<file path="src/rtl/shifter_pkg.sv">
// Shared constants for the shifter family: default widths and the shift-mode encoding.
package shifter_pkg;
  localparam int DATA_WIDTH = 8;
  localparam int SHIFT_LEN  = 3;

  localparam logic MODE_LSL = 1'b0;
  localparam logic MODE_ROL = 1'b1;
endpackage

</file>
<file path="src/rtl/lshift_stage.sv">
// One pipeline stage of the left barrel shifter: conditionally shifts by 2**stage_idx and
// registers data, valid, the not-yet-consumed shift-amount bits and the mode.
module lshift_stage
  import shifter_pkg::*;
#(
  parameter int data_width = DATA_WIDTH,
  parameter int shift_len  = SHIFT_LEN,
  parameter int stage_idx  = 0
) (
  input  logic                  clk,
  input  logic                  rst,
  input  logic                  en,
  input  logic                  v_in,
  input  logic [data_width-1:0] data_in,
  input  logic [shift_len-1:0]  amt_in,
  input  logic                  mode_in,
  output logic                  v_out,
  output logic [data_width-1:0] data_out,
  output logic [shift_len-1:0]  amt_out,
  output logic                  mode_out
);
  localparam int SH = 1 << stage_idx;

  logic                  v_d, v_q;
  logic [data_width-1:0] data_d, data_q;
  logic [shift_len-1:0]  amt_d, amt_q;
  logic                  mode_d, mode_q;
  logic [data_width-1:0] shifted;

  // The amount is consumed LSB-first, so bit 0 is always this stage's decision bit.
  always_comb begin
    shifted = data_in;
    if (amt_in[0]) begin
      if (mode_in == MODE_ROL) shifted = (data_in << SH) | (data_in >> (data_width - SH));
      else                     shifted = data_in << SH;
    end
  end

  always_comb begin
    v_d    = v_q;
    data_d = data_q;
    amt_d  = amt_q;
    mode_d = mode_q;
    if (en) begin
      v_d    = v_in;
      data_d = shifted;
      amt_d  = amt_in >> 1;
      mode_d = mode_in;
    end
  end

  always_ff @(posedge clk or posedge rst) begin
    if (rst) begin
      v_q    <= 1'b0;
      data_q <= '0;
      amt_q  <= '0;
      mode_q <= 1'b0;
    end else begin
      v_q    <= v_d;
      data_q <= data_d;
      amt_q  <= amt_d;
      mode_q <= mode_d;
    end
  end

  assign v_out    = v_q;
  assign data_out = data_q;
  assign amt_out  = amt_q;
  assign mode_out = mode_q;
endmodule

</file>
<file path="src/rtl/lshifter_pipe.sv">
// Pipelined left shift / rotate: one register stage per shift-amount bit, valid/ready on
// both sides with a single global stall driven by the last stage.
module lshifter_pipe
  import shifter_pkg::*;
#(
  parameter int data_width = DATA_WIDTH,
  parameter int shift_len  = SHIFT_LEN
) (
  input  logic                  clk,
  input  logic                  rst,
  input  logic                  in_valid,
  output logic                  in_ready,
  input  logic [data_width-1:0] data_in,
  input  logic [shift_len-1:0]  bits,
  input  logic                  rotate,
  output logic                  out_valid,
  input  logic                  out_ready,
  output logic [data_width-1:0] data_out
);
  // Index 0 is the input port side; index k+1 is the output of stage k.
  logic [shift_len:0]                 v_p;
  logic [shift_len:0][data_width-1:0] data_p;
  logic [shift_len:0][shift_len-1:0]  amt_p;
  logic [shift_len:0]                 mode_p;
  logic                               en;
  logic                               unused_tail;

  assign en        = !v_p[shift_len] | out_ready;
  assign in_ready  = en;
  assign v_p[0]    = in_valid;
  assign data_p[0] = data_in;
  assign amt_p[0]  = bits;
  assign mode_p[0] = rotate;

  for (genvar k = 0; k < shift_len; k++) begin : g_stage
    lshift_stage #(
      .data_width(data_width),
      .shift_len (shift_len),
      .stage_idx (k)
    ) u_stage (
      .clk     (clk),
      .rst     (rst),
      .en      (en),
      .v_in    (v_p[k]),
      .data_in (data_p[k]),
      .amt_in  (amt_p[k]),
      .mode_in (mode_p[k]),
      .v_out   (v_p[k+1]),
      .data_out(data_p[k+1]),
      .amt_out (amt_p[k+1]),
      .mode_out(mode_p[k+1])
    );
  end

  // Amount and mode are fully consumed by the last stage.
  assign unused_tail = ^{amt_p[shift_len], mode_p[shift_len]};

  assign out_valid = v_p[shift_len];
  assign data_out  = data_p[shift_len];
endmodule

</file>
<file path="config.mk">
export PLATFORM = sky130hd
export DESIGN_NAME = lshifter_pipe
export DESIGN_NICKNAME = d
export VERILOG_FILES = /design/src/rtl/shifter_pkg.sv /design/src/rtl/lshift_stage.sv /design/src/rtl/lshifter_pipe.sv
export SDC_FILE = /design/constraint.sdc
export NUM_CORES = 1
export LEC_CHECK = 0
export BUFFER_PORTS_ARGS = -buffer_cell sky130_fd_sc_hd__buf_4
export CAP_MARGIN = 20
export CORE_MARGIN = 2
export CORE_UTILIZATION = 25
export DETAILED_ROUTE_END_ITERATION = 12
export HOLD_SLACK_MARGIN = 0.1
export PLACE_DENSITY = 0.48
export SLEW_MARGIN = 20
export SYNTH_ARGS = -nofsm -noshare
export SYNTH_HDL_FRONTEND = slang
export SYNTH_SLANG_ARGS = --single-unit
</file>
<file path="constraint.sdc">
create_clock -name clk -period 2.6 [get_ports clk]
set_input_delay 0.52 -clock clk [delete_from_list [all_inputs] [get_ports clk]]
set_output_delay 0.52 -clock clk [all_outputs]
set_load 0.005 [all_outputs]
</file>
==> results of run 1 <==
## flip-flops by register name (all words and copies together) (netlist names)
signal and cells:
g_stage.u_stage.amt_out 3, g_stage.u_stage.data_out 24, g_stage.u_stage.mode_out 2, g_stage.u_stage.v_out 3
## kinds of logic after synthesis
group,Yosys count,synth area share [%]
mux,41,32.2
flops,32,47.8
simple gates,23,9.03
buf+inv,17,8.36
compound gates,7,2.61
## tightest hold or removal path, cell delays in order
cell and delay, ns:
buf_4 0.11, inv_1 0.04, buf_4 0.36
## path summary, 6_finish.rpt
path                                                   to  cells past startpoint  slack [ns]
setup reg to reg           g_stage[0].u_stage.data_out[5]                      3        1.04
hold reg to reg                  g_stage[2].u_stage.v_out                      1        0.46
min in group clk                 g_stage[2].u_stage.v_out                      1        0.46
setup / recovery                                 in_ready                      2        0.83
max in group asynchronous   g_stage[0].u_stage.amt_out[0]                      3        1.98
hold / removal                   g_stage[2].u_stage.v_out                      3        0.33
## power by group
group	switching [W]	leakage, nW	total, W	internal [W]
clock network	0.000182	0.0510	0.000393	0.000211
registers	0.000157	0.374	0.000831	0.000674
logic	0.000187	0.452	0.000599	0.000412
## placed cells by master (no fill, tap or decap), drive strengths merged
master and count:
nand2b 9, buf 27, a31oi 7, clkinv 2, dfrtp 32, clkbuf 6, inv 1, mux2 41
nand3 7, nor3b 7
## layout make-up
class | count | area, um^2
Multi-Input combinational cell | 71 | 736
Clock inverter | 2 | 10.0
Fill cell | 648 | 4490
Clock buffer | 6 | 82.6
Sequential cell | 32 | 801
Tap cell | 77 | 96.3
Timing Repair Buffer | 27 | 203
Inverter | 1 | 3.75
## routing by layer
metal  vias up  global-route usage (%)
met3         4                    4.23
met4         0                    3.32
met5         -                       0
met1       427                    12.5
li1        452                       -
met2        28                    11.1
## metrics by stage
step | utilization, % | cell area [um^2] | hold slack [ns] | total power [W] | std cells
after floorplan | - | 1680 | 0.430 | 0.00134 | 120
after CTS | 30.1 | 1930 | 0.336 | 0.00185 | 216
final | 30.1 | 1930 | 0.328 | 0.00182 | 216
after global routing | 30.1 | 1930 | 0.368 | 0.00195 | 216
after global placement | 28.6 | 1840 | 0.443 | 0.00144 | 208
after detailed placement | 28.6 | 1840 | 0.442 | 0.00145 | 208
==> key figures, run 1 <==
Drt
  • Post-route ant nets: 0
  • Met2 wire len: between 1000 and 1500 um
  • Vias: ~900
  • Met3 routed wirelength: between 150 and 200 um
  • WL met1: roughly 1500 um
  • Routed vias/inst: approximately 4.2
  • Initial DRC Count: 52
  • DRC: 0
  • Drt pass-1 iters: 5
  • Highest routed layer: met4
  • Drt wl/cell: about 14 um
  • Drt total wl: roughly 3000 um

Clock network
  • Postcts setup bufs: 0
  • H-tree depth: 2
  • Clock latency at the later pin of the worst-skew pair: between 0.2 and 0.3 ns
  • Root Buffer: clkbuf_8
  • CTS tree: done
  • Num CTS Buffers: 5
  • Worst-path clk slew: about 0.070 ns
  • Clock buffer depth: 2
  • Post-CTS Resized: 0
  • CTS sink count: 32
  • Hold buffers post-CTS: 0

Timing
  • RSZ-0062 raised after global routing: no
  • Slew at the pin closest to its max-slew limit: just over 0.4 ns
  • Worst Skew: roughly 0.0079 ns
  • Setup TNS: 0 ns
  • Slew headroom: between 70% and 80%
  • Fmax: between 500 and 600 MHz
  • Slew Viols, Final: 0
  • Crit share post-route: around two thirds
  • Final Critical Period: approximately 1.8 ns
  • Worst setup margin: roughly 0.83 ns
  • Final Hold Viols: 0
  • # setup viols final: 0

Logic synthesis
  • Ranking of synthesized cells by area: dfrtp_1 48%, mux2_4 19%, mux2_2 13%, buf_4 3.6%, nor3b_1 3.1%
  • Syn_area_per_cell: between 10 and 15 um^2
  • Ys flop type: dfrtp_1
  • Sequential area share after synthesis: about 48%
  • Post-Syn Area: roughly 0.0017 mm^2
  • Mapped Nets: 136
  • Post-synth EDFFs: 0
  • Flops & latches, synth: 32
  • Synth async-reset ratio: 100%
  • Synth top area share: a little under half
  • Cells after synthesis: 120
  • Count leader, synth: dfrtp_1
  • Post-synth top cells: 32 x dfrtp_1, 21 x mux2_4, 20 x mux2_2, 8 x buf_4, 8 x nand2b_1
  • Unique cell type count in the Yosys netlist: 14
  • Synth area leader: dfrtp_1
  • YS warnings: 0

Floorplanning
  • Die extent in y: 85.9 um
  • Core area: ~0.0064 mm^2
  • Std cell rows: 29
  • Initial Utilization: 26.1%
  • Die Span X: between 80 and 90 um
  • DIE AREA: 0.00738 mm^2
  • I/O pin count: 26

Setup path
  • CP peak stage delay: about 0.5 ns
  • CP endpoint kind: output pin
  • Crit start category: flip-flop
  • Crit Path Max Fanout: 20
  • WS Path Type: reg2out
  • Ordered cell list for the critical path: nand2b_4 > buf_4
  • Worst setup path startpoint: g_stage[2].u_stage.v_out
  • Crit path required time: ~2.1 ns
  • CP Data Arrival Time: between 1 and 1.5 ns
  • Buf+Inv Stages, Crit Path: 1
  • CP max stage cell: dfrtp_1
  • Reg2reg start: g_stage[2].u_stage.v_out
  • Crit path max-delay family: flip-flops

Layout
  • Share of layout cells above drive strength 1: a little under three fifths
  • P&R area growth vs syn: 15.2%
  • Antenna cells: 0
  • Nets@finish: between 150 and 200

Hold path
  • Min-Delay Path Class: in2async

GRT
  • Antenna violations before repair: 0
  • Vias in the first global route: 925
  • Total track usage: 8.74%
  • Grt total ovfl: 0
  • First-pass GRT wire length: 4890 um
  • Pin count of the biggest net entering global routing: 33

Place
  • Gpl congestion: approximately 0.69
  • Post-Place Setup Slack: 0.838 ns
  • Port bufs: 25

Flow run
  • Max_cap viols: 0

Power
  • Leak: 0.877 nW
  • Max VDD drop: about 0.19 mV
  • PD cells: 943 mW/mm^2

Outcome
  • Outcome: complete, no violations
Power figures use the tool's default switching activity.
==> run 2, diff against run 1 <==
==> constraint.sdc (replaced) <==
create_clock -name clk -period 1.7 [get_ports clk]
set_input_delay 0.34 -clock clk [delete_from_list [all_inputs] [get_ports clk]]
set_output_delay 0.34 -clock clk [all_outputs]
set_load 0.005 [all_outputs]
==> run 2 against run 1 <==
Effect of this change:
- hold slack got worse by 0.19 ns
- critical path type unchanged
- clock power rose by 50%
- non-clock buffer count rose by 2
- final area rose by 1.3%
- largest power group unchanged
- clock skew fell by 0.0019 ns
==> key figures, run 2 (synthesis results as in run 1) <==
Clock network
  • H-tree depth: 2 (unchanged)
  • Postcts setup bufs: 0 (unchanged)
  • Worst-path clk slew: 0.06 ns (about the same)
  • CTS tree: done
  • Num CTS Buffers: 5 (unchanged)
  • CTS sink count: 32 (unchanged)
  • Clock buffer depth: 2 (unchanged)
  • Clock latency at the later pin of the worst-skew pair: 0.28 ns (about the same)
  • Hold buffers post-CTS: 0 (unchanged)
  • Post-CTS Resized: 0 (unchanged)
  • Root Buffer: clkbuf_8

Drt
  • Routed vias/inst: 4.30 (+2.0%)
  • Drt wl/cell: 13.6 um (-0.92%)
  • Drt pass-1 iters: 6 (+1)
  • Post-route ant nets: 0 (unchanged)
  • Drt total wl: 2970 um (unchanged)
  • DRC: 0 (unchanged)
  • Initial DRC Count: 50 (-3.8%)
  • Vias: 938 (+3.0%)

Timing
  • Worst Skew: 0.00600 ns (-0.00185 ns)
  • Setup TNS: 0 ns (unchanged)
  • Slew Viols, Final: 0 (unchanged)
  • Final Hold Viols: 0 (unchanged)
  • # setup viols final: 0 (unchanged)
  • RSZ-0062 raised after global routing: no
  • Slew at the pin closest to its max-slew limit: 0.408 ns (+0.00227 ns)
  • Slew headroom: 72.8% (-0.15 points)
  • Crit share post-route: 91.7%
  • Fmax: ~640 MHz
  • Final Critical Period: around 1.6 ns

Floorplanning
  • DIE AREA: 0.00738 mm^2 (unchanged)
  • Die extent in y: 85.9 um (unchanged)
  • Die Span X: 85.9 um (unchanged)
  • Core area: 0.00642 mm^2 (unchanged)
  • I/O pin count: 26 (unchanged)
  • Initial Utilization: 26.1% (unchanged)
  • Std cell rows: 29 (unchanged)

Layout
  • Leading cell type in the layout, fill and taps excluded: dfrtp_1
  • Largest register FFs: 24 (unchanged)
  • P&R area growth vs syn: 16.7%
  • Antenna cells: 0 (unchanged)
  • Most frequent cells in the layout: 32 x dfrtp_1, 28 x buf_4, 21 x mux2_4
  • Share of layout cells above drive strength 1: 54.6% (-0.79 points)
  • Util after Layout: 30.5% (+0.39 points)
  • Final-layout fill cell count: 642 (-0.93%)
  • Nets@finish: 156 (+1.3%)
  • Cell Count, Final, Fillers Out: 218 (+0.93%)

Setup path
  • Crit start category: flip-flop
  • WS Path Type: reg2out
  • CP endpoint kind: output pin
  • CP Data Arrival Time: 1.22 ns (-0.03 ns)
  • Crit path required time: 1.36 ns (-0.72 ns)
  • Crit Path Max Fanout: 16 (-20%)

Flow run
  • Max_cap viols: 0 (unchanged)

Power
  • PD cells: 1430 mW/mm^2 (+52%)
  • Sw Share: 28.2% (-0.68 points)
  • Combinational power share: 33.5% (+0.7 points)
  • Switch Pwr: 0.000789 W (+50%)
  • Register share of total power: 45.5% (about the same)
  • Int Pwr: 0.00201 W (+55%)
  • Share of total power in the clock network: 21.1% (-0.4 points)
  • Max VDD drop: 0.438 mV (+130%)
  • Leak: 0.885 nW (+1.0%)

Place
  • Hpwl dp: 2170 um
  • DP Cell Count: 210 (+0.96%)
  • Gpl congestion: 0.704 (+1.3%)
  • Port bufs: 25 (unchanged)

GRT
  • Routing usage on met1: 12.2% (-0.30 points)
  • Pin count of the biggest net entering global routing: 33 (unchanged)
  • GRT met2 Usage: 12.3% (+1.1 points)
  • Grt met3 use: 3.18% (-1.1 points)
  • First-pass GRT wire length: 5030 um (+3.0%)
  • Antenna violations before repair: 0 (unchanged)
  • Grt peak-use layer: met2
  • Grt total ovfl: 0 (unchanged)
  • Vias in the first global route: 980 (+5.9%)
  • Total track usage: 8.88% (+0.14 points)

Hold path
  • Min-Delay Path Class: in2async

Outcome
  • Outcome: complete, no violations
==> run 2: cell types whose count changed in the layout (fill, tap and decap cells not counted), sizes merged <==
cell	delta
buf	+2
clkbuf	+2
clkinv	-2
==> run 2: final timing paths <==
check                                         startpoint  depth (start not counted)  slack [ns]                             end
worst max-delay path            g_stage[2].u_stage.v_out                          2        0.14                        in_ready
worst min-delay path                                 rst                          3        0.14        g_stage[2].u_stage.v_out
worst max register to register  g_stage[2].u_stage.v_out                          3        0.31  g_stage[1].u_stage.data_out[7]
worst min register to register  g_stage[1].u_stage.v_out                          1        0.48        g_stage[2].u_stage.v_out
max in group asynchronous                            rst                          3        1.26     g_stage[1].u_stage.mode_out
min in group clk                                 bits[1]                          2        0.29   g_stage[0].u_stage.amt_out[0]
==> run 2: layer usage <==
metal	vias to the layer above	part of all wire (%)
met1	449	50
li1	455	-
met3	7	6.4
met2	27	42
met5	-	0
met4	0	2.2
==> run 2: area by class of cell <==
cell class                      count  area (um^2)  share of cell area (%)
Inverter                            1         3.75                   0.192
Multi-Input combinational cell     71          736                    37.6
Sequential cell                    32          801                    40.9
Timing Repair Buffer               29          230                    11.8
Clock buffer                        8         90.1                    4.60
Tap cell                           77         96.3                    4.92
==> run 2: stage by stage <==
stage,total power (W),hold WS (ns),area [um^2],setup WS [ns]
global route,0.00299,0.182,1960,0.0559
finish,0.00280,0.143,1960,0.141
CTS,0.00285,0.158,1960,0.119
global placement,0.00223,0.445,1870,0.312
floorplan,0.00204,0.430,1680,0.358
detailed placement,0.00224,0.461,1870,0.283
==> run 2: power groups by stage <==
stage | sequential [W] | clock, W | combinational [W]
finish | 0.00127 | 0.000590 | 0.000937
global route | 0.00132 | 0.000651 | 0.00102
CTS | 0.00128 | 0.000616 | 0.000957
global placement | 0.00128 | 0 | 0.000947
detailed placement | 0.00129 | 0 | 0.000952
floorplan | 0.00118 | 0 | 0.000859
==> run 2: worst max-delay path, stage by stage, from the launching register on <==
cell	delay, ns
dfrtp_1	0.51
nand2b_4	0.22
buf_4	0.20
